===== src/rtl/switch_pkg.sv =====
// Shared types, default parameters and width helpers for the break-before-make switch controller.
package switch_pkg;

    typedef enum logic [1:0] {
        IDLE = 2'd0,
        ON   = 2'd1,
        DEAD = 2'd2
    } state_t;

    localparam int unsigned DEF_N_SW     = 4;
    localparam int unsigned DEF_DEAD_CYC = 2;
    localparam int unsigned DEF_MIN_HOLD = 4;
    localparam int unsigned DEF_MAX_HOLD = 16;

    // Index width, kept at least one bit.
    function automatic int unsigned idx_w(input int unsigned n);
        return (n <= 1) ? 1 : $clog2(n);
    endfunction

    // Width of a counter that must hold the value n.
    function automatic int unsigned cnt_w(input int unsigned n);
        return (n <= 1) ? 1 : $clog2(n + 1);
    endfunction

endpackage


===== src/rtl/switch_bbm_ctrl_rr_pick.sv =====
// Combinational round-robin selector: first set req bit at or after ptr, wrapping.
module rr_pick #(
    parameter int unsigned N_SW  = 4,
    parameter int unsigned IDX_W = 2
) (
    input  logic [N_SW-1:0]  req,
    input  logic [IDX_W-1:0] ptr,
    output logic             valid,
    output logic [IDX_W-1:0] idx
);

    logic [IDX_W-1:0] cand;

    always_comb begin
        valid = 1'b0;
        idx   = '0;
        cand  = '0;
        for (int unsigned i = 0; i < N_SW; i++) begin
            cand = IDX_W'((32'(ptr) + i) % N_SW);
            if (!valid && req[cand]) begin
                valid = 1'b1;
                idx   = cand;
            end
        end
    end

endmodule


===== src/rtl/switch_bbm_ctrl.sv =====
// Break-before-make round-robin enable generator for N tristate cells on one shared net.
// Optional contention checker on err: define SWITCH_BBM_CTRL_CONTENTION_CHK_EN.
module switch_bbm_ctrl
    import switch_pkg::*;
#(
    parameter  int unsigned N_SW     = DEF_N_SW,
    parameter  int unsigned DEAD_CYC = DEF_DEAD_CYC,
    parameter  int unsigned MIN_HOLD = DEF_MIN_HOLD,
    parameter  int unsigned MAX_HOLD = DEF_MAX_HOLD,
    localparam int unsigned IDX_W    = idx_w(N_SW)
) (
    input  logic             clk,
    input  logic             rst,
    input  logic [N_SW-1:0]  req,
    output logic [N_SW-1:0]  ctrl,
    output logic [IDX_W-1:0] owner,
    output logic             busy,
    output logic             err
);

    localparam int unsigned HOLD_SAT = (MAX_HOLD > MIN_HOLD) ? MAX_HOLD : MIN_HOLD;
    localparam int unsigned MAX_CMP  = (MAX_HOLD == 0) ? HOLD_SAT : MAX_HOLD;
    localparam bit          MAX_EN   = (MAX_HOLD != 0);
    localparam int unsigned HOLD_W   = cnt_w(HOLD_SAT);
    localparam int unsigned DEAD_W   = cnt_w(DEAD_CYC);

    state_t            state, state_nx;
    logic [IDX_W-1:0]  ptr, ptr_nx, owner_nx;
    logic [N_SW-1:0]   ctrl_nx, owner_mask, pick_mask;
    logic [HOLD_W-1:0] hold_cnt, hold_nx;
    logic [DEAD_W-1:0] dead_cnt, dead_nx;
    logic              pick_valid, rel;
    logic [IDX_W-1:0]  pick_idx;

    rr_pick #(
        .N_SW  (N_SW),
        .IDX_W (IDX_W)
    ) u_rr_pick (
        .req   (req),
        .ptr   (ptr),
        .valid (pick_valid),
        .idx   (pick_idx)
    );

    // Release only after the minimum hold; forced hand-over needs another requester waiting.
    always_comb begin
        owner_mask        = '0;
        owner_mask[owner] = 1'b1;
        pick_mask           = '0;
        pick_mask[pick_idx] = 1'b1;
        rel = (hold_cnt >= HOLD_W'(MIN_HOLD)) &&
              (!req[owner] ||
               (MAX_EN && (hold_cnt >= HOLD_W'(MAX_CMP)) && (|(req & ~owner_mask))));
    end

    always_comb begin
        state_nx = state;
        ctrl_nx  = ctrl;
        owner_nx = owner;
        ptr_nx   = ptr;
        hold_nx  = hold_cnt;
        dead_nx  = dead_cnt;
        case (state)
            IDLE: begin
                if (pick_valid) begin
                    state_nx = ON;
                    owner_nx = pick_idx;
                    ctrl_nx  = pick_mask;
                    hold_nx  = HOLD_W'(1);
                end
            end
            ON: begin
                if (rel) begin
                    state_nx = DEAD;
                    ctrl_nx  = '0;
                    ptr_nx   = (owner == IDX_W'(N_SW - 1)) ? '0 : owner + IDX_W'(1);
                    hold_nx  = '0;
                    dead_nx  = DEAD_W'(1);
                end else if (hold_cnt < HOLD_W'(HOLD_SAT)) begin
                    hold_nx = hold_cnt + HOLD_W'(1);
                end
            end
            DEAD: begin
                if (dead_cnt >= DEAD_W'(DEAD_CYC)) begin
                    dead_nx = '0;
                    if (pick_valid) begin
                        state_nx = ON;
                        owner_nx = pick_idx;
                        ctrl_nx  = pick_mask;
                        hold_nx  = HOLD_W'(1);
                    end else begin
                        state_nx = IDLE;
                    end
                end else begin
                    dead_nx = dead_cnt + DEAD_W'(1);
                end
            end
            default: begin
                state_nx = IDLE;
                ctrl_nx  = '0;
            end
        endcase
    end

    always_ff @(posedge clk) begin
        if (rst) begin
            state    <= IDLE;
            ctrl     <= '0;
            owner    <= '0;
            ptr      <= '0;
            busy     <= 1'b0;
            hold_cnt <= '0;
            dead_cnt <= '0;
        end else begin
            state    <= state_nx;
            ctrl     <= ctrl_nx;
            owner    <= owner_nx;
            ptr      <= ptr_nx;
            busy     <= (state_nx != IDLE);
            hold_cnt <= hold_nx;
            dead_cnt <= dead_nx;
        end
    end

`ifdef SWITCH_BBM_CTRL_CONTENTION_CHK_EN
    logic [N_SW-1:0]   last_nz;
    logic [DEAD_W-1:0] zero_run;

    // Watches the registered enables: multi-hot, or owner change without a full dead gap.
    always_ff @(posedge clk) begin
        if (rst) begin
            last_nz  <= '0;
            zero_run <= '0;
            err      <= 1'b0;
        end else begin
            if ((ctrl & (ctrl - N_SW'(1))) != '0) begin
                err <= 1'b1;
            end
            if (ctrl == '0) begin
                if (zero_run < DEAD_W'(DEAD_CYC)) begin
                    zero_run <= zero_run + DEAD_W'(1);
                end
            end else begin
                if ((last_nz != '0) && (ctrl != last_nz) && (zero_run < DEAD_W'(DEAD_CYC))) begin
                    err <= 1'b1;
                end
                last_nz  <= ctrl;
                zero_run <= '0;
            end
        end
    end
`else
    assign err = 1'b0;
`endif

endmodule


===== config.mk =====
export PLATFORM = sky130hd
export DESIGN_NAME = switch_bbm_ctrl
export DESIGN_NICKNAME = d
export VERILOG_FILES = /design/src/rtl/switch_pkg.sv /design/src/rtl/switch_bbm_ctrl_rr_pick.sv /design/src/rtl/switch_bbm_ctrl.sv
export SDC_FILE = /design/constraint.sdc
export NUM_CORES = 1
export LEC_CHECK = 0
export CORE_MARGIN = 3
export CORE_UTILIZATION = 50
export CTS_CLUSTER_DIAMETER = 30
export DETAILED_ROUTE_END_ITERATION = 10
export PLACE_DENSITY = 0.74
export RECOVER_POWER = 100
export SLEW_MARGIN = 15
export SYNTH_ARGS = -nofsm -noshare
export SYNTH_HDL_FRONTEND = slang
export SYNTH_SLANG_ARGS = --single-unit

===== constraint.sdc =====
create_clock -name clk -period 2.3 [get_ports clk]
set_clock_uncertainty 0.2 [all_clocks]
set_input_delay 0.345 -clock clk [delete_from_list [all_inputs] [get_ports clk]]
set_output_delay 0.345 -clock clk [all_outputs]
set_load 0.02 [all_outputs]

==> metrics.md, run 1 <==
| Metric | Value |
|---|---|
| Post-DR vias/cell | 5.59 |
| Ratio of cells with drive above 1 in the final layout | 16.9% |
| Root buffer cell | clkbuf_4 |
| Placeable Area | 0.00184 sq mm |
| DR pass1 iterations | 4 |
| Final Slew Violations | 0 |
| Main synth FF type | dfxtp_1 |
| Ranking of synthesized cells by area | dfxtp_1 35%, ha_1 7.2%, a21oi_1 4.8% |
| Max frequency | 455 MHz |
| Mapped Nets | roughly 130 |
| WP data required | 2.28 ns |
| CP Capture Type | register |
| Grt ovf | 0 |
| Post-synthesis sequential area ratio | between 30% and 40% |
| DRC | 0 |
| Finish-stage setup viols | 0 |
| # Max-Cap Violations | 0 |
| CTS Sinks | 18 |
| Worst EP arrival | 2.18 ns |
| Final GP Congestion | around 0.84 |
| Vert. Die Dim | just over 50 microns |
| Iter 0 DRT Violations | 14 |
| Hold Path Class | reg -> reg |
| Hold_buf cts | 0 |
| Pwr Total | 646 uW |
| Post-synth top cells | 18 x dfxtp_1, 13 x nor2_1, 10 x a21oi_1 |
| Largest area contributor in the netlist | dfxtp_1 |
| Final WL | 2260 microns |
| Leak | 0.526 nW |
| Status | completed |
| Via count | between 900 and 1,000 |
| TritonCTS clock tree | done |
| Post-route ant nets | 0 |
| Dpl hpwl | 1760 microns |
| CTS Buffer Depth | 2 |
| Die width | approximately 52 microns |
| CTS Buf Count | 3 |
| Top-count cell post-synth | dfxtp_1 |
| Post-synth EDFFs | 0 |
| Cell Pwr Density | 494 mW/mm^2 |
| Post-Syn Area | between 0.001 and 0.0015 sq mm |
| Nets | 161 |
| Global-route wire length before repair | 3880 microns |
| Syn_area_per_cell | 8.54 sq um |
| Clock slew at reported path FFs | 0.09 ns |
| Worst Path Max Fanout | 4 |
| Vias in the first global route | 928 |
| Clock H-tree levels | 1 |
| Initial Util | 56.7% |
| RSZ-0062 raised after global routing | no |
| Overall global routing resource usage | between 10% and 20% |
| IR drop worst, VDD | approximately 0.37 mV |
| Synth warnings | 0 |
| Final hold vios | 0 |
| CP startpoint kind | primary input |
| Area grow syn2layout | 25.4% |
| Final WS setup | 0.103 ns |
| N_diodes | 0 |
| Site Rows | 15 |
| Pin count of the biggest net entering global routing | 11 |
| Routed len/inst | ~13 microns |
| Worst skew pair latency | 0.29 ns |
| Critical path class | in -> reg |
| Synth async-reset ratio | 0% |
| Fin crit period | 2.20 ns |
| Tcrit/Tclk final | a little over nine tenths |
| Post-Synthesis Cells | 122 |
| I/O pin total | 14 |
| Synth Register Bits | 18 |
| IO buf count | 12 |
| Area fraction of the dominant cell type after synthesis | 34.6% |
| Pre-CTS WS | -0.243 ns |
| Antenna violations before repair | 0 |
| Die ar. | 0.00267 sq mm |
| Distinct cells, synth | 38 |
layer usage:
metal	track usage, %	share of wire (%)	vias to the layer above
met2	31.4	45	25
met4	6.11	0.66	0
met3	4.87	5.3	2
li1	-	-	493
met5	0	0	-
met1	24.1	49	447
kinds of logic after synthesis:
kind of cell / share of synthesized area (%)
and+or+nand+nor: 24.9
AOI/OAI and AO/OA: 23.2
DFF: 34.6
buffers and inverters: 5.76
adders and majority gates: 7.20
muxes: 4.08
other: 0.360
what timing repair did:
action                     CTS  global route
setup buffers                0             1
pin swaps                    0             2
resized for setup            1             1
setup endpoints to repair    1             5
layout by cell type (no fill, tap or decap), drive strengths merged, types with 4 or more instances in the layout:
cell / n
dfxtp: 18
nor2: 13
buf: 12
a21oi: 10
inv: 9
nand2: 8
nor2b: 7
dlygate4sd3: 7
ha: 6
clkbuf: 6
nand2b: 5
clkdlybuf4s50: 5
a32o: 4
final cells by class:
cell class                 count  area (sq um)
inverter                       9          33.8
multi-input combinational     91           626
tap                           25          31.3
sequential                    18           363
timing repair buffer          26           218
clock buffer                   4          36.3
fill                         172           532
critical path: stages:
cell             delay, ns
clkdlybuf4s50_1       0.45
mux4_2                0.50
or2_0                 0.29
nand3_1               0.16
buf_4                 0.14
a21oi_2               0.07
a32o_1                0.22
through the flow:
step	instance area [sq um]	hold WS (ns)	util, %	instances	TNS (ns)
2_1_floorplan	1040	0.279	-	122	0
3_3_place_gp	1270	0.252	68.8	168	-1.59
3_5_place_dp	1270	0.268	68.8	168	-1.89
4_1_cts	1300	0.293	70.9	172	0
5_1_grt	1310	0.310	71.1	173	0
6_report	1310	0.283	71.1	173	0
final timing paths:
kind                               start           to  slack (ns)  cells past startpoint
worst max register to register  owner[0]  hold_cnt[2]        0.12                      7
worst min register to register   ctrl[2]      ctrl[2]        0.28                      1
worst min-delay path             ctrl[2]      ctrl[2]        0.28                      1
worst max-delay path              req[2]      ctrl[3]        0.10                      7
report_power, final:
part	switching (mW)	internal [mW]	leakage (nW)	total, mW
Sequential	0.0120	0.323	0.148	0.335
Combinational	0.0615	0.0563	0.358	0.118
Clock	0.0964	0.0963	0.0210	0.193
Total	0.170	0.476	0.526	0.646
flip-flops by register name, summed over array words and instances (netlist names):
| signal | flops |
|---|---|
| busy | 1 |
| ctrl | 4 |
| dead_cnt | 2 |
| hold_cnt | 5 |
| owner | 2 |
| ptr | 2 |
| state | 2 |
Power figures use the tool's default switching activity.
==> inputs of run 2 (changes only) <==
Settings changed: SLEW_MARGIN 15 to not set, TNS_END_PERCENT set to 100.
==> results of run 2 <==
No change in the layout: final DEF, timing and power equal those of run 1.
